===== src/rtl/pakout_arbiter.sv =====
// Round-robin arbiter sharing one outgoing 4-phase packet link among NUM_SRC sources.
// A source is acknowledged only after the consumer has fully taken its packet.
`ifndef NS_PACKET_SIZE
`define NS_PACKET_SIZE 8
`endif

module pakout_arbiter #(
    parameter int PSZ     = `NS_PACKET_SIZE,
    parameter int NUM_SRC = 4,
    parameter int IDX_SZ  = 2,
    parameter int CNT_SZ  = 16
) (
    input  logic                   i_clk,
    input  logic                   reset,
    output logic                   ready,
    input  logic [NUM_SRC-1:0]     rcv_req,
    output logic [NUM_SRC-1:0]     rcv_ack,
    input  logic [NUM_SRC*PSZ-1:0] rcv_data,
    output logic                   snd_req,
    input  logic                   snd_ack,
    output logic [PSZ-1:0]         snd_data,
    output logic [IDX_SZ-1:0]      grant_idx,
    output logic                   busy,
    output logic [CNT_SZ-1:0]      pak_cnt
);

    localparam int NSLOT = 1 << IDX_SZ;

    typedef enum logic [2:0] {
        IDLE,
        SEND,
        SND_REL,
        SRC_ACK,
        SRC_REL
    } state_t;

    state_t              state_q, state_d;
    logic                ready_q, ready_d;
    logic [NUM_SRC-1:0]  rcv_ack_q, rcv_ack_d;
    logic                snd_req_q, snd_req_d;
    logic [PSZ-1:0]      snd_data_q, snd_data_d;
    logic [IDX_SZ-1:0]   grant_q, grant_d;
    logic                busy_q, busy_d;
    logic [CNT_SZ-1:0]   cnt_q, cnt_d;

    // Requests and data padded to a power-of-two slot count so any grant index is in range.
    logic [NSLOT-1:0]    req_ext;
    logic [PSZ-1:0]      data_slot [NSLOT];
    logic [NSLOT-1:0]    ack_onehot;

    assign req_ext    = NSLOT'(rcv_req);
    assign ack_onehot = NSLOT'(1) << grant_q;

    for (genvar gi = 0; gi < NSLOT; gi++) begin : g_slot
        if (gi < NUM_SRC) begin : g_src
            assign data_slot[gi] = rcv_data[gi*PSZ +: PSZ];
        end else begin : g_pad
            assign data_slot[gi] = '0;
        end
    end

    logic                win_found;
    logic [IDX_SZ-1:0]   win_idx;
    logic [IDX_SZ:0]     cand;

    // Search starts just after the last grant and wraps, giving round-robin fairness.
    always_comb begin
        win_found = 1'b0;
        win_idx   = grant_q;
        cand      = '0;
        for (int k = 1; k <= NUM_SRC; k++) begin
            cand = {1'b0, grant_q} + (IDX_SZ+1)'(k);
            if (cand >= (IDX_SZ+1)'(NUM_SRC)) begin
                cand = cand - (IDX_SZ+1)'(NUM_SRC);
            end
            if (!win_found && req_ext[cand[IDX_SZ-1:0]]) begin
                win_found = 1'b1;
                win_idx   = cand[IDX_SZ-1:0];
            end
        end
    end

    always_comb begin
        state_d    = state_q;
        ready_d    = 1'b1;
        rcv_ack_d  = rcv_ack_q;
        snd_req_d  = snd_req_q;
        snd_data_d = snd_data_q;
        grant_d    = grant_q;
        busy_d     = busy_q;
        cnt_d      = cnt_q;
        case (state_q)
            IDLE: begin
                if (ready_q && win_found) begin
                    snd_data_d = data_slot[win_idx];
                    grant_d    = win_idx;
                    snd_req_d  = 1'b1;
                    busy_d     = 1'b1;
                    state_d    = SEND;
                end
            end
            SEND: begin
                if (snd_ack) begin
                    snd_req_d = 1'b0;
                    state_d   = SND_REL;
                end
            end
            SND_REL: begin
                if (!snd_ack) begin
                    rcv_ack_d = ack_onehot[NUM_SRC-1:0];
                    cnt_d     = cnt_q + CNT_SZ'(1);
                    state_d   = SRC_ACK;
                end
            end
            SRC_ACK: begin
                if (!req_ext[grant_q]) begin
                    rcv_ack_d = '0;
                    state_d   = SRC_REL;
                end
            end
            SRC_REL: begin
                // Extra cycle so the source sees its ack low before re-arbitration.
                busy_d  = 1'b0;
                state_d = IDLE;
            end
            default: state_d = IDLE;
        endcase
    end

    always_ff @(posedge i_clk or posedge reset) begin
        if (reset) begin
            state_q    <= IDLE;
            ready_q    <= 1'b0;
            rcv_ack_q  <= '0;
            snd_req_q  <= 1'b0;
            snd_data_q <= '0;
            grant_q    <= IDX_SZ'(NUM_SRC - 1);
            busy_q     <= 1'b0;
            cnt_q      <= '0;
        end else begin
            state_q    <= state_d;
            ready_q    <= ready_d;
            rcv_ack_q  <= rcv_ack_d;
            snd_req_q  <= snd_req_d;
            snd_data_q <= snd_data_d;
            grant_q    <= grant_d;
            busy_q     <= busy_d;
            cnt_q      <= cnt_d;
        end
    end

    assign ready     = ready_q;
    assign rcv_ack   = rcv_ack_q;
    assign snd_req   = snd_req_q;
    assign snd_data  = snd_data_q;
    assign grant_idx = grant_q;
    assign busy      = busy_q;
    assign pak_cnt   = cnt_q;

endmodule


===== config.mk =====
export PLATFORM = sky130hd
export DESIGN_NAME = pakout_arbiter
export DESIGN_NICKNAME = d
export VERILOG_FILES = /design/src/rtl/pakout_arbiter.sv
export SDC_FILE = /design/constraint.sdc
export NUM_CORES = 1
export LEC_CHECK = 0
export ABC_CLOCK_PERIOD_IN_PS = 2300
export BUFFER_PORTS_ARGS = -buffer_cell sky130_fd_sc_hd__buf_2
export CORE_MARGIN = 2
export CORE_UTILIZATION = 47
export CTS_CLUSTER_SIZE = 16
export DETAILED_ROUTE_END_ITERATION = 6
export PLACE_DENSITY = 0.76
export SYNTH_ARGS = -nofsm -noshare
export SYNTH_HDL_FRONTEND = slang
export SYNTH_SLANG_ARGS = --single-unit

===== constraint.sdc =====
create_clock -name i_clk -period 2.3 [get_ports i_clk]
set_input_delay 0.115 -clock i_clk [delete_from_list [all_inputs] [get_ports i_clk]]
set_output_delay 0.115 -clock i_clk [all_outputs]
set_load 0.01 [all_outputs]

Word-level counts from Yosys, hierarchy flattened
Cells that the tools add are included.
{ "word_totals": {"reg_bits": 36, "input_bits": 39, "out_inout_bits": 33} }
{ "op_classes": {"bitwise_logic": 2, "shift": 1, "n_eq_ne": 8, "reduce_logical": 17, "magnitude_cmp": 10, "n_addsub": 9, "muxes": 37} }
{ "op_table": {"columns": ["op", "n"], "rows": [
  ["16-bit by 1-bit adder with 16-bit output (second input constant)", 1],
  ["8-bit binary-select mux with 2-bit select", 1],
  ["2-bit two-way mux", 8],
  ["8-bit two-way mux", 2],
  ["3-bit greater-or-equal comparator (second input constant)", 5],
  ["2-bit by 3-bit less-than comparator with 1-bit output (second input constant)", 5],
  ["3-bit two-way mux", 4],
  ["3-bit case mux with 4 select lines", 1],
  ["1-bit two-way mux", 11],
  ["1-bit binary-select mux with 2-bit select", 5],
  ["4-bit two-way mux", 2],
  ["2-bit inequality test (second input constant)", 4],
  ["4-bit case mux with 2 select lines", 1],
  ["2-bit by 1-bit subtractor with 2-bit output (second input constant)", 4],
  ["2-bit by 2-bit adder with 3-bit output (second input constant)", 2],
  ["3-bit by 2-bit == test with 1-bit output (second input constant)", 2],
  ["2-bit AND reduction", 3],
  ["3-bit AND reduction", 2],
  ["2-bit nonzero test", 3],
  ["1-bit logical AND", 4],
  ["1-bit case mux with 2 select lines", 2],
  ["4-bit AND reduction", 1],
  ["1-bit by 2-bit left shift with 4-bit output (first input constant)", 1],
  ["2-bit by 1-bit adder with 3-bit output (second input constant)", 1],
  ["7 further kinds", 9]
]} }

Logic depth before layout (Yosys ltp)
{ "depth": {"depth_word": 19, "mapped_depth": 11, "ltp_nobuf": 8} }

Worst setup path after synthesis
Ideal clock, no wire load.
{ "synth_timing": {"path_type": "register -> register", "startpoint": "reg grant_q[0] (netlist: grant_idx[0])", "endpoint": "reg snd_data_q[0] (netlist: snd_data[0])", "synth_period_minus_slack_ns": 2.495, "t_required_ns": 2.168, "n_path_buf": 3, "t_arrival_ns": 2.363, "path_stages_with_launch": 12, "path_slack_ns": -0.195, "path_cell_list": "dfstp_2 > buf_4 > clkinv_1 > ha_1 > buf_2 > mux2i_1 > a211o_4 > buf_6 > o22ai_1 > a21oi_1 > mux2i_1 > o21ai_1"} }
{ "synth_via": {"elab_chain_cells": 19, "word_cells_on_any_way": 44} }
{ "synth_lines": {"columns": ["element", "line_no", "text"], "rows": [
  ["from (decl)", "42", "logic [IDX_SZ-1:0] grant_q, grant_d;"],
  ["from (signal assigned)", "137", "grant_q <= IDX_SZ'(NUM_SRC - 1);"],
  ["from (signal assigned)", "146", "grant_q <= grant_d;"],
  ["2-bit by 1-bit adder with 3-bit output", "72", "cand = {1'b0, grant_q} + (IDX_SZ+1)'(k);"],
  ["3-bit greater-or-equal comparator / 2-bit by 1-bit subtractor with 2-bit output (equally long branches)", "73, 74", null],
  ["2-bit two-way mux", "73", "if (cand >= (IDX_SZ+1)'(NUM_SRC)) begin"],
  ["1-bit binary-select mux with 2-bit select", "76", "if (!win_found && req_ext[cand[IDX_SZ-1:0]]) begin"],
  ["1-bit two-way mux (not written as such)", "76", null],
  ["1-bit two-way mux", "76", null],
  ["1-bit logical NOT", "76", null],
  ["1-bit logical AND", "76", null],
  ["[... 2 more ...]", null, null],
  ["1-bit logical AND", "76", null],
  ["1-bit two-way mux", "76", null],
  ["1-bit logical NOT", "76", null],
  ["1-bit logical AND", "76", null],
  ["2-bit two-way mux", "76", null],
  ["2-bit NOT with 3-bit output (not written as such)", "95", "snd_data_d = data_slot[win_idx];"],
  ["8-bit binary-select mux with 2-bit select", "95", null],
  ["8-bit two-way mux (not written as such) (2 in a row)", "95", null],
  ["to (signal assigned)", "145", "snd_data_q <= snd_data_d;"],
  ["to (decl)", "41", "logic [PSZ-1:0] snd_data_q, snd_data_d;"]
]} }
Several ways; a longest one is shown, not always the timed one. The select of a mux whose other input is x is not followed.
A chain may end at the register's enable or synchronous reset.

Worst setup path in the final report
{ "layout_timing": {"startpoint": "reg grant_q[1] (netlist: grant_idx[1])", "endpoint": "reg snd_data_q[7] (netlist: snd_data[7])"} }
The elaborated chain is that of the path after synthesis.

==> flow_summary.json <==
{
  "maxCapViolCount": 0,
  "hold_viol": 0,
  "synth-seq-cells": 36,
  "drv_slew": 0,
  "finish.utilization": 0.596,
  "tritoncts": "yes",
  "dp_hpwl_um": 4170,
  "h-tree-depth": 2,
  "arrival_ps": 2340,
  "switchingPower_mw": 1.66,
  "post-cts-setup-buffer-count": 0,
  "netlist_area_um2": 2480,
  "hold_end": "snd_req$_DFFE_PP0P_",
  "startpoint_type": "flip-flop",
  "end_kind": "flip-flop",
  "post_drt_wl_per_cell_um": 14.1,
  "num_rows": 26,
  "r2r_cells": 8,
  "p_seq_frac": 0.275,
  "grt_pass1_wl_um": 9460,
  "num-fill-cells": 470,
  "synth.net_count": 323,
  "dr.pass1.iters": 4,
  "fin_cells": 417,
  "status": "finished clean",
  "cp_data_required_time_ps": 2430,
  "period_share": 0.959,
  "antenna_found_initial": 0,
  "dieArea_um2": 5870,
  "setup_viol": 0,
  "pwr_density_cell_nw_per_um2": 1220,
  "drt_iter0_drc": 114,
  "period_minus_slack_ps": 2200,
  "drive_above_1_share": 0.311,
  "power.static_leakage_nw": 1.39,
  "pwr-share-comb": 0.615,
  "worst_pin_slew_ps": 734,
  "portBuffers": 71,
  "fp.dieH_um": 76.6,
  "ff2ff_setup_slack_ps": 100,
  "rsz0062_at_grt": "false",
  "clock_latency_ps": 280,
  "cts.sinks": 36,
  "grt_overflow_total": 0,
  "placed_cells": 408,
  "ys_types": 47,
  "intPower_mw": 2.06,
  "synthFlopType": "dfrtp_1",
  "regArea_um2": 903,
  "cp_max_fo": 6,
  "dr_total_vias": 2316,
  "r2r-start": "grant_idx[1]$_DFFE_PP1P_",
  "fin_ws_ps": 95.4,
  "pwr-share-clk": 0.110,
  "slew_headroom": 0.511,
  "p_total_mw": 3.72,
  "io_pins": 72,
  "grt_util_all_layers": 0.195,
  "antenna_left": 0,
  "area_delta_synth_final_pct": 22.9,
  "cts_buffers": 5,
  "clk_pin_slew_ps": 60,
  "whs_path_depth": 2,
  "synth_edf_count": 0,
  "grt_max_degree": 40,
  "max_freq_ghz": 0.454,
  "hold_path.startpoint": "snd_ack",
  "path_class": "flip-flop to flip-flop",
  "preCtsSetupSlack_ps": -54.5,
  "synth.avg_cell_area_um2": 8.88,
  "hold_class": "primary input to flip-flop",
  "initial_core_util": 0.485,
  "die_w_um": 76.6,
  "clockBufferDepth": 2,
  "synthArstFlopShare": 1.00,
  "yosysSeqAreaShare": 0.365,
  "ys_warn_count": 0,
  "swShare": 0.447,
  "grt_pass1_vias": 2058,
  "wl_um": 5880,
  "tns_ps": 0,
  "syn_inst": 279,
  "fin_nets": 391,
  "gp_congestion": 0.809,
  "viasPerCell": 5.55,
  "coreArea_um2": 5110,
  "fin_skew_ps": 7.19,
  "cts-root-buf": "clkbuf_8",
  "diodes": 0,
  "multi_input_area_um2": 1480,
  "remaining_drc_errors": 0,
  "r2r_end": "snd_data[7]$_DFFE_PP0P_",
  "ir_drop_uv": 763
}
## state kept, by name, summed over array words and instances (netlist names)
register and count:
grant_idx 2, snd_req 1, busy 1, snd_data 8, state_q 3, pak_cnt 16
rcv_ack 4, ready 1
## repair_timing
action	in CTS	in global routing
hold buffers	1	0
pin swaps	0	1
gates cloned	0	1
endpoints found under the hold margin	34	0
gates resized for setup	1	7
endpoints found under the setup margin	2	8
## routing by layer
metal	GRT usage	vias to the layer above	routed length, um
li1	-	1150	-
met1	0.259	1067	2670
met2	0.319	93	2750
met3	0.0403	6	384
met4	0.0600	0	76
met5	0	-	0
## power by group through the flow
stage,registers (mW),clock network [mW],logic (mW)
after floorplan,1.05,0,1.64
after global placement,1.03,0,2.11
after detailed placement,1.04,0,2.13
after CTS,1.03,0.427,2.14
after global routing,1.05,0.455,2.51
final,1.02,0.408,2.29
## cells in the final DEF (no fill, tap or decap), drive strengths merged, types with 2 or more instances in the layout
cell type / Yosys / final
a211o: 4 / 5
a21oi: 24 / 24
buf: 14 / 80
clkbuf: 7 / 6
clkinv: 1 / 2
dfrtp: 34 / 34
dfstp: 2 / 2
ha: 5 / 5
inv: 8 / 8
mux2: 2 / 2
mux2i: 13 / 13
nand2: 28 / 28
nand2b: 19 / 19
nand3: 10 / 10
nand3b: 2 / 2
nand4: 3 / 3
nor2: 18 / 18
nor3b: 2 / 2
o21ai: 18 / 18
o22ai: 17 / 17
o32ai: 16 / 16
xnor2: 12 / 12
xor2: 3 / 3
## cells by family after synthesis
kind of cell,after synthesis,share of synthesized area
simple gates,91,0.202
mux,15,0.0631
buf+inv,30,0.0641
compound gates,86,0.227
xor+xnor,15,0.0530
flops,36,0.365
fa+ha+maj,5,0.0253
other cells,1,0.00151
## cell usage after synthesis, types with 2 or more instances
master	number	area share
xnor2_1	12	0.042
nand3_1	9	0.018
o21ai_1	8	0.016
xor2_1	3	0.011
nand3b_1	2	0.0061
o21ai_0	10	0.020
buf_2	7	0.014
dfrtp_1	34	0.34
nand4_1	3	0.0076
dfstp_2	2	0.021
nor3b_1	2	0.0061
buf_4	4	0.012
nand2_1	28	0.042
o22ai_1	17	0.043
mux2i_1	13	0.053
buf_6	3	0.014
inv_1	8	0.012
nor2_1	15	0.023
nand2b_1	19	0.048
o32ai_1	16	0.057
a21oi_1	24	0.048
a211o_1	3	0.011
clkbuf_1	7	0.011
ha_1	5	0.025
nor2_2	3	0.0076
## worst max-delay path by stage
stage / start / to / slack, ps
4_1_cts: grant_idx[1]$_DFFE_PP1P_ / snd_data[7]$_DFFE_PP0P_ / 10
3_3_place_gp: grant_idx[1]$_DFFE_PP1P_ / snd_data[1]$_DFFE_PP0P_ / 20
6_report: grant_idx[1]$_DFFE_PP1P_ / snd_data[7]$_DFFE_PP0P_ / 100
3_5_place_dp: grant_idx[1]$_DFFE_PP1P_ / snd_data[7]$_DFFE_PP0P_ / -50
5_1_grt: grant_idx[1]$_DFFE_PP1P_ / snd_data[7]$_DFFE_PP0P_ / 3
2_1_floorplan: grant_idx[1]$_DFFE_PP1P_ / snd_data[2]$_DFFE_PP0P_ / -20
## final cells by class
type                            count  area share
Multi-Input combinational cell    214       0.485
Clock inverter                      1     0.00164
Clock buffer                        6      0.0238
Sequential cell                    36       0.297
Inverter                            9      0.0136
Timing Repair Buffer               81       0.150
Tap cell                           70      0.0288
## worst max-delay path: stages (launching register included)
cell and delay [ps]:
dfstp_2 590, inv_4 60, ha_4 310, inv_1 90, a21oi_2 150, o221ai_2 150
a211o_4 410, mux2i_2 220, o21ai_1 90
## per-stage QoR
| stage | hold slack [ps] | cell area [um2] |
|---|---|---|
| global placement | 238 | 2910 |
| finish | 150 | 3040 |
| global route | 163 | 3040 |
| CTS | 143 | 3000 |
| floorplan | 232 | 2510 |
| detailed placement | 245 | 2910 |
Note: power is estimated with default switching activity, not from simulation.
